## src/rtl/du_word_stream_tx.sv

```systemverilog
`default_nettype none
// ============================================================================
// Module      : du_word_stream_tx
// Description : Debug-unit transmitter that sends an optional PC header and a
//               block of source words to the UART Tx path, one byte at a time.
// Revision    : 1.0 - initial release
// ============================================================================
module du_word_stream_tx #(
  parameter int NB_PC        = 32,
  parameter int NB_WORD      = 32,
  parameter int NB_ADDR      = 5,
  parameter int NB_UART_DATA = 8,
  parameter int RD_LATENCY   = 1
) (
  input  logic                    clk,
  input  logic                    i_rst_n,
  input  logic                    i_start,
  input  logic                    i_abort,
  input  logic                    i_send_pc,
  input  logic                    i_msb_first,
  input  logic [NB_PC-1:0]        i_pc,
  input  logic [NB_ADDR-1:0]      i_base_addr,
  input  logic [NB_ADDR:0]        i_count,
  input  logic [NB_WORD-1:0]      i_rd_data,
  input  logic                    i_tx_done,
  output logic                    o_busy,
  output logic                    o_done,
  output logic                    o_tx_start,
  output logic                    o_wr,
  output logic [NB_UART_DATA-1:0] o_wdata,
  output logic                    o_rd,
  output logic [NB_ADDR-1:0]      o_raddr
);

  localparam int C_BPW    = NB_WORD / NB_UART_DATA;
  localparam int C_BPP    = NB_PC / NB_UART_DATA;
  localparam int C_MAXB   = (C_BPW > C_BPP) ? C_BPW : C_BPP;
  localparam int C_BIDX_W = $clog2(C_MAXB + 1);
  localparam int C_LAT_W  = $clog2(RD_LATENCY + 1);
  localparam int C_CNT_W  = NB_ADDR + 1;

  typedef enum logic [2:0] {
    ST_IDLE      = 3'd0,
    ST_HDR_TX    = 3'd1,
    ST_HDR_WAIT  = 3'd2,
    ST_RD_REQ    = 3'd3,
    ST_RD_WAIT   = 3'd4,
    ST_WORD_TX   = 3'd5,
    ST_WORD_WAIT = 3'd6,
    ST_FINISH    = 3'd7
  } state_t;

  state_t                r_state;
  state_t                w_next;
  logic [NB_PC-1:0]      r_pc;
  logic [NB_WORD-1:0]    r_word;
  logic [NB_ADDR-1:0]    r_addr;
  logic [C_CNT_W-1:0]    r_remaining;
  logic                  r_msb_first;
  logic [C_BIDX_W-1:0]   r_byte_idx;
  logic [C_LAT_W-1:0]    r_lat;

  logic                    w_hdr_last;
  logic                    w_word_last;
  logic                    w_lat_last;
  logic                    w_more_words;
  logic                    w_more_after;
  logic [C_BIDX_W-1:0]     w_hdr_sel;
  logic [C_BIDX_W-1:0]     w_word_sel;
  logic [NB_UART_DATA-1:0] w_hdr_byte;
  logic [NB_UART_DATA-1:0] w_word_byte;

  assign w_hdr_last   = (r_byte_idx == C_BIDX_W'(C_BPP - 1));
  assign w_word_last  = (r_byte_idx == C_BIDX_W'(C_BPW - 1));
  assign w_lat_last   = (r_lat == C_LAT_W'(RD_LATENCY - 1));
  assign w_more_words = (r_remaining != '0);
  assign w_more_after = (r_remaining > C_CNT_W'(1));

  // Byte index always counts upward; MSB-first mirrors it onto the word.
  assign w_hdr_sel  = r_msb_first ? (C_BIDX_W'(C_BPP - 1) - r_byte_idx) : r_byte_idx;
  assign w_word_sel = r_msb_first ? (C_BIDX_W'(C_BPW - 1) - r_byte_idx) : r_byte_idx;

  always_comb begin
    w_hdr_byte  = '0;
    w_word_byte = '0;
    for (int k = 0; k < C_BPP; k++) begin
      if (w_hdr_sel == C_BIDX_W'(k)) w_hdr_byte = r_pc[k*NB_UART_DATA +: NB_UART_DATA];
    end
    for (int k = 0; k < C_BPW; k++) begin
      if (w_word_sel == C_BIDX_W'(k)) w_word_byte = r_word[k*NB_UART_DATA +: NB_UART_DATA];
    end
  end

  always_comb begin
    w_next     = r_state;
    o_busy     = (r_state != ST_IDLE);
    o_done     = 1'b0;
    o_tx_start = 1'b0;
    o_wr       = 1'b0;
    o_wdata    = '0;
    o_rd       = 1'b0;
    o_raddr    = r_addr;

    if (i_abort) begin
      w_next = ST_IDLE;
    end else begin
      case (r_state)
        ST_IDLE: begin
          if (i_start) begin
            if (i_send_pc)            w_next = ST_HDR_TX;
            else if (i_count != '0)   w_next = ST_RD_REQ;
            else                      w_next = ST_FINISH;
          end
        end
        ST_HDR_TX: begin
          o_wr       = 1'b1;
          o_tx_start = 1'b1;
          o_wdata    = w_hdr_byte;
          w_next     = ST_HDR_WAIT;
        end
        ST_HDR_WAIT: begin
          if (i_tx_done) begin
            if (!w_hdr_last)        w_next = ST_HDR_TX;
            else if (w_more_words)  w_next = ST_RD_REQ;
            else                    w_next = ST_FINISH;
          end
        end
        ST_RD_REQ: begin
          o_rd   = 1'b1;
          w_next = ST_RD_WAIT;
        end
        ST_RD_WAIT: begin
          if (w_lat_last) w_next = ST_WORD_TX;
        end
        ST_WORD_TX: begin
          o_wr       = 1'b1;
          o_tx_start = 1'b1;
          o_wdata    = w_word_byte;
          w_next     = ST_WORD_WAIT;
        end
        ST_WORD_WAIT: begin
          if (i_tx_done) begin
            if (!w_word_last)       w_next = ST_WORD_TX;
            else if (w_more_after)  w_next = ST_RD_REQ;
            else                    w_next = ST_FINISH;
          end
        end
        ST_FINISH: begin
          o_done = 1'b1;
          w_next = ST_IDLE;
        end
        default: w_next = ST_IDLE;
      endcase
    end
  end

  always_ff @(posedge clk) begin
    if (!i_rst_n) begin
      r_state     <= ST_IDLE;
      r_pc        <= '0;
      r_word      <= '0;
      r_addr      <= '0;
      r_remaining <= '0;
      r_msb_first <= 1'b0;
      r_byte_idx  <= '0;
      r_lat       <= '0;
    end else begin
      r_state <= w_next;
      if (!i_abort) begin
        case (r_state)
          ST_IDLE: begin
            r_byte_idx <= '0;
            r_lat      <= '0;
            if (i_start) begin
              r_pc        <= i_pc;
              r_addr      <= i_base_addr;
              r_remaining <= i_count;
              r_msb_first <= i_msb_first;
            end
          end
          ST_HDR_WAIT: begin
            if (i_tx_done) r_byte_idx <= w_hdr_last ? '0 : r_byte_idx + C_BIDX_W'(1);
          end
          ST_RD_WAIT: begin
            if (w_lat_last) begin
              r_word <= i_rd_data;
              r_lat  <= '0;
            end else begin
              r_lat  <= r_lat + C_LAT_W'(1);
            end
          end
          ST_WORD_WAIT: begin
            if (i_tx_done) begin
              if (w_word_last) begin
                r_byte_idx  <= '0;
                r_remaining <= r_remaining - C_CNT_W'(1);
                r_addr      <= r_addr + NB_ADDR'(1);
              end else begin
                r_byte_idx  <= r_byte_idx + C_BIDX_W'(1);
              end
            end
          end
          default: ;
        endcase
      end
    end
  end

endmodule
`default_nettype wire

```

## config.mk

```make
export PLATFORM = sky130hd
export DESIGN_NAME = du_word_stream_tx
export DESIGN_NICKNAME = d
export VERILOG_FILES = /design/src/rtl/du_word_stream_tx.sv
export SDC_FILE = /design/constraint.sdc
export NUM_CORES = 1
export LEC_CHECK = 0
export BUFFER_PORTS_ARGS = -buffer_cell sky130_fd_sc_hd__buf_2
export CAP_MARGIN = 30
export CORE_ASPECT_RATIO = 0.8
export CORE_UTILIZATION = 40
export CTS_CLUSTER_SIZE = 20
export DETAILED_ROUTE_END_ITERATION = 16
export GPL_TIMING_DRIVEN = 0
export SLEW_MARGIN = 25
export SYNTH_ARGS = -nofsm -noshare
export SYNTH_HDL_FRONTEND = slang
export SYNTH_SLANG_ARGS = --single-unit
```

## constraint.sdc

```tcl
create_clock -name clk -period 2.5 [get_ports clk]
set_input_delay 0.75 -clock clk [delete_from_list [all_inputs] [get_ports clk]]
set_output_delay 0.75 -clock clk [all_outputs]
set_load 0.005 [all_outputs]
```

======== Word level (Yosys, flattened, before mapping) ========
Cells that the tools add are included.
storage, ports and cells
  register bits after elaboration ......... 83
  output and inout bits ................... 18
  word-level logic and storage cells ...... 92
operators by class
  add/sub/neg operators ................... 5
  order comparisons ....................... 1
  eq/ne operators ......................... 17
  muxes and demuxes ....................... 41
  bitwise gates (word level) .............. 3
  reduce and logical (&&, ||, !) cells .... 17
operator list
  cell                 count
  $mux 8               9
  $mux 3               13
  $pmux 3 s8           1
  $mux 6               3
  $pmux 8 s2           1
  $eq 3x2->1 const B   5
  $mux 5               3
  $eq 3x3->1 const B   4
  $pmux 6 s2           1
  $reduce_bool 6->1    2
  $ne 2x2->1 const B   5
  $pmux 5 s2           1
  $reduce_and 3->1     3
  $mux 1               7
  $eq 3x1->1 const B   2
  $gt 6x1->1 const B   1
  $logic_not 3->1      2
  $pmux 3 s2           1
  $reduce_bool 2->1    3
  $reduce_or 2->1      3
  $sub 6x1->6 const B  1
  $add 5x1->5 const B  1
  $reduce_and 5->1     1
  $reduce_and 4->1     1
  other kinds (8)      10

======== Logic depth before layout (Yosys ltp) ========
  word-level depth ........................ 9
  mapped depth ............................ 7

======== Worst setup path before layout ========
Ideal clock, no wire load.
  kind .................................... input to output
  start point ............................. input i_abort
  end point ............................... output o_wdata[6]
  arrival time ............................ 1.750 ns
  required time ........................... 1.750 ns
  setup slack ............................. 0.000 ns
  cell stages on the path ................. 4
  path buffers ............................ 1
  cell sequence ........................... buf_2 nor4_2 o21ai_0 o31ai_1
on the way
  longest elaborated chain between the ends .. 1
ends and longest elaborated chain
  element             line  source
  start: declaration  18    input logic i_abort,
  $mux 8              104   if (i_abort) begin
  end: declaration    30    output logic [NB_UART_DATA-1:0] o_wdata,
Every way passes these cells.

======== Worst setup path in the final report ========
  start point ............................. register r_byte_idx[1]
  end point ............................... output o_wdata[3]
on the way
  longest elaborated chain between the ends .. 9
ends and longest elaborated chain
  element                                  line    source
  start: declaration                       60      logic [C_BIDX_W-1:0] r_byte_idx;
  start signal: assignment                 182     if (i_tx_done) r_byte_idx <= w_hdr_last ? '0 : r_byte_idx + C_BIDX_W'(1);
  start signal: assignment                 199     r_byte_idx <= r_byte_idx + C_BIDX_W'(1);
  $sub 2x3->3                              80, 81
  $mux 3 (*)                               80, 81
  $logic_not 3->1                          87, 90
  $mux 8 (on tied branches) (4 in series)  90, 87
  $pmux 8 s2 (*)                           107     case (r_state)
  $mux 8 (*)                               104
Mark *: on every way between the ends. The rest lies on a longest branch, timed or not.

==> flow_metrics.tcl <==
set metrics [dict create \
    grt_pass1_vias 3821 \
    synth-main-ff-cell "dfxtp_1" \
    start_kind "register" \
    io_buffers 98 \
    netlist_area_um2 4150 \
    crit_chain "buf_6, or3b_4, o21a_4, buf_6, o22a_1, nor2_2, o22ai_2, buf_2" \
    crit_arrival_ns 2.06 \
    initial_utilization_pct 42.1 \
    p_leak_nw 1.99 \
    fin_crit_ns 2.81 \
    synth-seq-cells 82 \
    async_flop_share_pct 0 \
    final_util_pct 53.2 \
    cts_num_sinks 82 \
    grt_pass1_wl_um 19500 \
    violations "negative setup slack" \
    synth_area_leaders "dfxtp_1, nand2_1, a21oi_1" \
    grt_max_degree 12 \
    maxSlewViolCount 0 \
    die_w_um 116 \
    p_per_area_nw_per_um2 561 \
    gp_congestion 0.837 \
    syn_area_per_cell_um2 7.75 \
    root_buffer "clkbuf_16" \
    core_um2 9850 \
    cts_tree "done" \
    numCtsBuffers 9 \
    final_common_cell "nand2_1" \
    fill_cells 1021 \
    cts.reportedPaths.clkPinSlew_ns 0.06 \
    dp_slack_ns -0.349 \
    n_antenna_cell 0 \
    status "finished with violations" \
    relSlewSlack_pct 39.0 \
    yosys.area.top_type "dfxtp_1" \
    cp_slowest_cell "or3b_4" \
    layout_common_cells "nand2_1, buf_2, dfxtp_1, a21oi_1, a21boi_0" \
    vias_per_cell 5.36 \
    fin_crit_sh_pct 113 \
    ys_types 58 \
    rsz0062_at_grt "true" \
    yosysWarnings 0 \
    grt_use_total_pct 23.9 \
    drive_above_1_share_pct 25.4 \
    path_buf_inv 3 \
    hold_path_class "reg -> reg" \
    crit_top_cell "buf_6" \
    synthCells 535 \
    antenna_found_initial 0 \
    max_cap_viol_count 0 \
    finalPower_mw 2.94 \
    insertion_delay_ns 0.33 \
    wl_per_cell_um 15.9 \
    cts_htree_levels 3 \
    nets 735 \
    dp.cells 769 \
    synth_edf_count 0 \
    max-clock-path-buffers 2 \
    seq_area_frac_synth_pct 39.6 \
    critical_path.max_stage_delay_ns 0.38 \
    crit_fanout 8 \
    rows 32 \
    end_kind "output port" \
    vdd_drop_max_mv 0.375 \
    hpwl_um 9510 \
    timing_worst_setup_path_type "reg -> out" \
    required_ns 1.75 \
    tightest_slew_ns 0.908 \
    timing_hold_violations_final 0 \
    setup_viol 8 \
    drt_iter0_drc 243 \
    drtAntennaViolNets 0 \
    io_pins 100 \
    finClkSkew_ns 0.00336 \
    hold_buffers 0 \
    firstDrtPassIters 4 \
    dieHeight_um 93.1 \
    synth_top_area_share_pct 39.6 \
    area_growth_pct 26.5 \
    syn_nets 622 \
    wirelength_um 12500 \
    critPathTopFamily "simple AND/OR/NAND/NOR gates" \
    via_count 4210 \
    drc 0 \
    setup_ws_ns -0.314 \
    instances_no_fill 786 \
    max_freq_mhz 355 \
    die_area_um2 10800 \
    grt-ovfl-total 0 \
]
==> cells in the mapped netlist, types with 3 or more instances <==
master    count
nor2b_1       4
nand3b_1      5
a21boi_0     26
a21boi_1     15
inv_1         4
o22a_1       16
nor3_1        6
clkbuf_1     25
nand3_1       3
o221ai_1     16
o31ai_1       4
ha_1          5
buf_2        12
nand2_1     153
a21oi_1      52
o21ba_2       6
nand2b_1      6
nor4_1        3
nor2_1       28
o21ai_0      10
o22ai_1       9
dfxtp_1      82
==> cell type report <==
type,instances,area [µm²],area share [%]
buffer,38,195,3.72
clock buffer,12,236,4.51
clock inverter,1,5.00,0.0955
inverter,5,18.8,0.358
multi-input combinational,408,2440,46.5
sequential,82,1640,31.4
tap,136,170,3.25
timing repair buffer,104,536,10.2
==> worst register-to-register path, stage by stage (launching register included) <==
cell and delay [ns]:
dfxtp_1 0.35, clkbuf_1 0.23, nor3_1 0.79, clkbuf_1 0.41
nand2_1 0.11, a21boi_0 0.18
==> power by group <==
group          internal [mW]  switching (mW)  total [mW]
Combinational          0.175           0.221       0.396
Clock                  0.655           0.484        1.14
Sequential              1.36          0.0446        1.40
==> layer usage <==
metal	up-vias	GRT usage [%]	share of wire (%)
li1	2118	-	-
met5	-	0	0
met3	12	4.80	5.0
met2	112	36.9	44
met1	1968	33.9	50
met4	0	5.66	0.93
==> state kept, by name, summed over array words and instances (netlist names) <==
register / count
r_byte_idx: 3
o_raddr: 5
r_pc: 32
r_msb_first: 1
r_state: 3
r_word: 32
r_remaining: 6
==> metrics by stage <==
| stage | TNS (ns) | hold WS, ns | area (µm²) |
|---|---|---|---|
| final | -2.20 | 0.456 | 5240 |
| after global routing | -2.65 | 0.472 | 5240 |
| after CTS | -2.08 | 0.457 | 5220 |
| after detailed placement | -3.50 | 0.449 | 4810 |
| after global placement | -4.46 | 0.444 | 4810 |
| after floorplan | 0 | 0.431 | 4150 |
==> logic make-up (layout without fill, tap and decap cells) <==
group,count (synthesis),count (layout),synth area share [%]
and+or+nand+nor,224,224,23.6
muxes,1,1,0.272
buffers and inverters,45,160,4.71
DFF,82,82,39.6
adders and majority gates,5,5,1.51
AOI/OAI and AO/OA,178,178,30.3
==> path summary, 6_finish.rpt <==
kind                 startpoint    endpoint  slack, ns  cells after the start
setup reg to reg     r_state[0]  r_word[23]       0.36                      5
hold / removal          r_pc[5]     r_pc[5]       0.46                      2
setup / recovery  r_byte_idx[1]  o_wdata[3]      -0.31                      8
hold reg to reg         r_pc[5]     r_pc[5]       0.46                      2
==> what timing repair did <==
item	CTS	global route
pin swaps	7	9
setup buffers	5	0
gates cloned	1	0
setup endpoints to repair	8	8
gates resized for setup	34	6
Note: power is estimated with default switching activity, not from simulation.
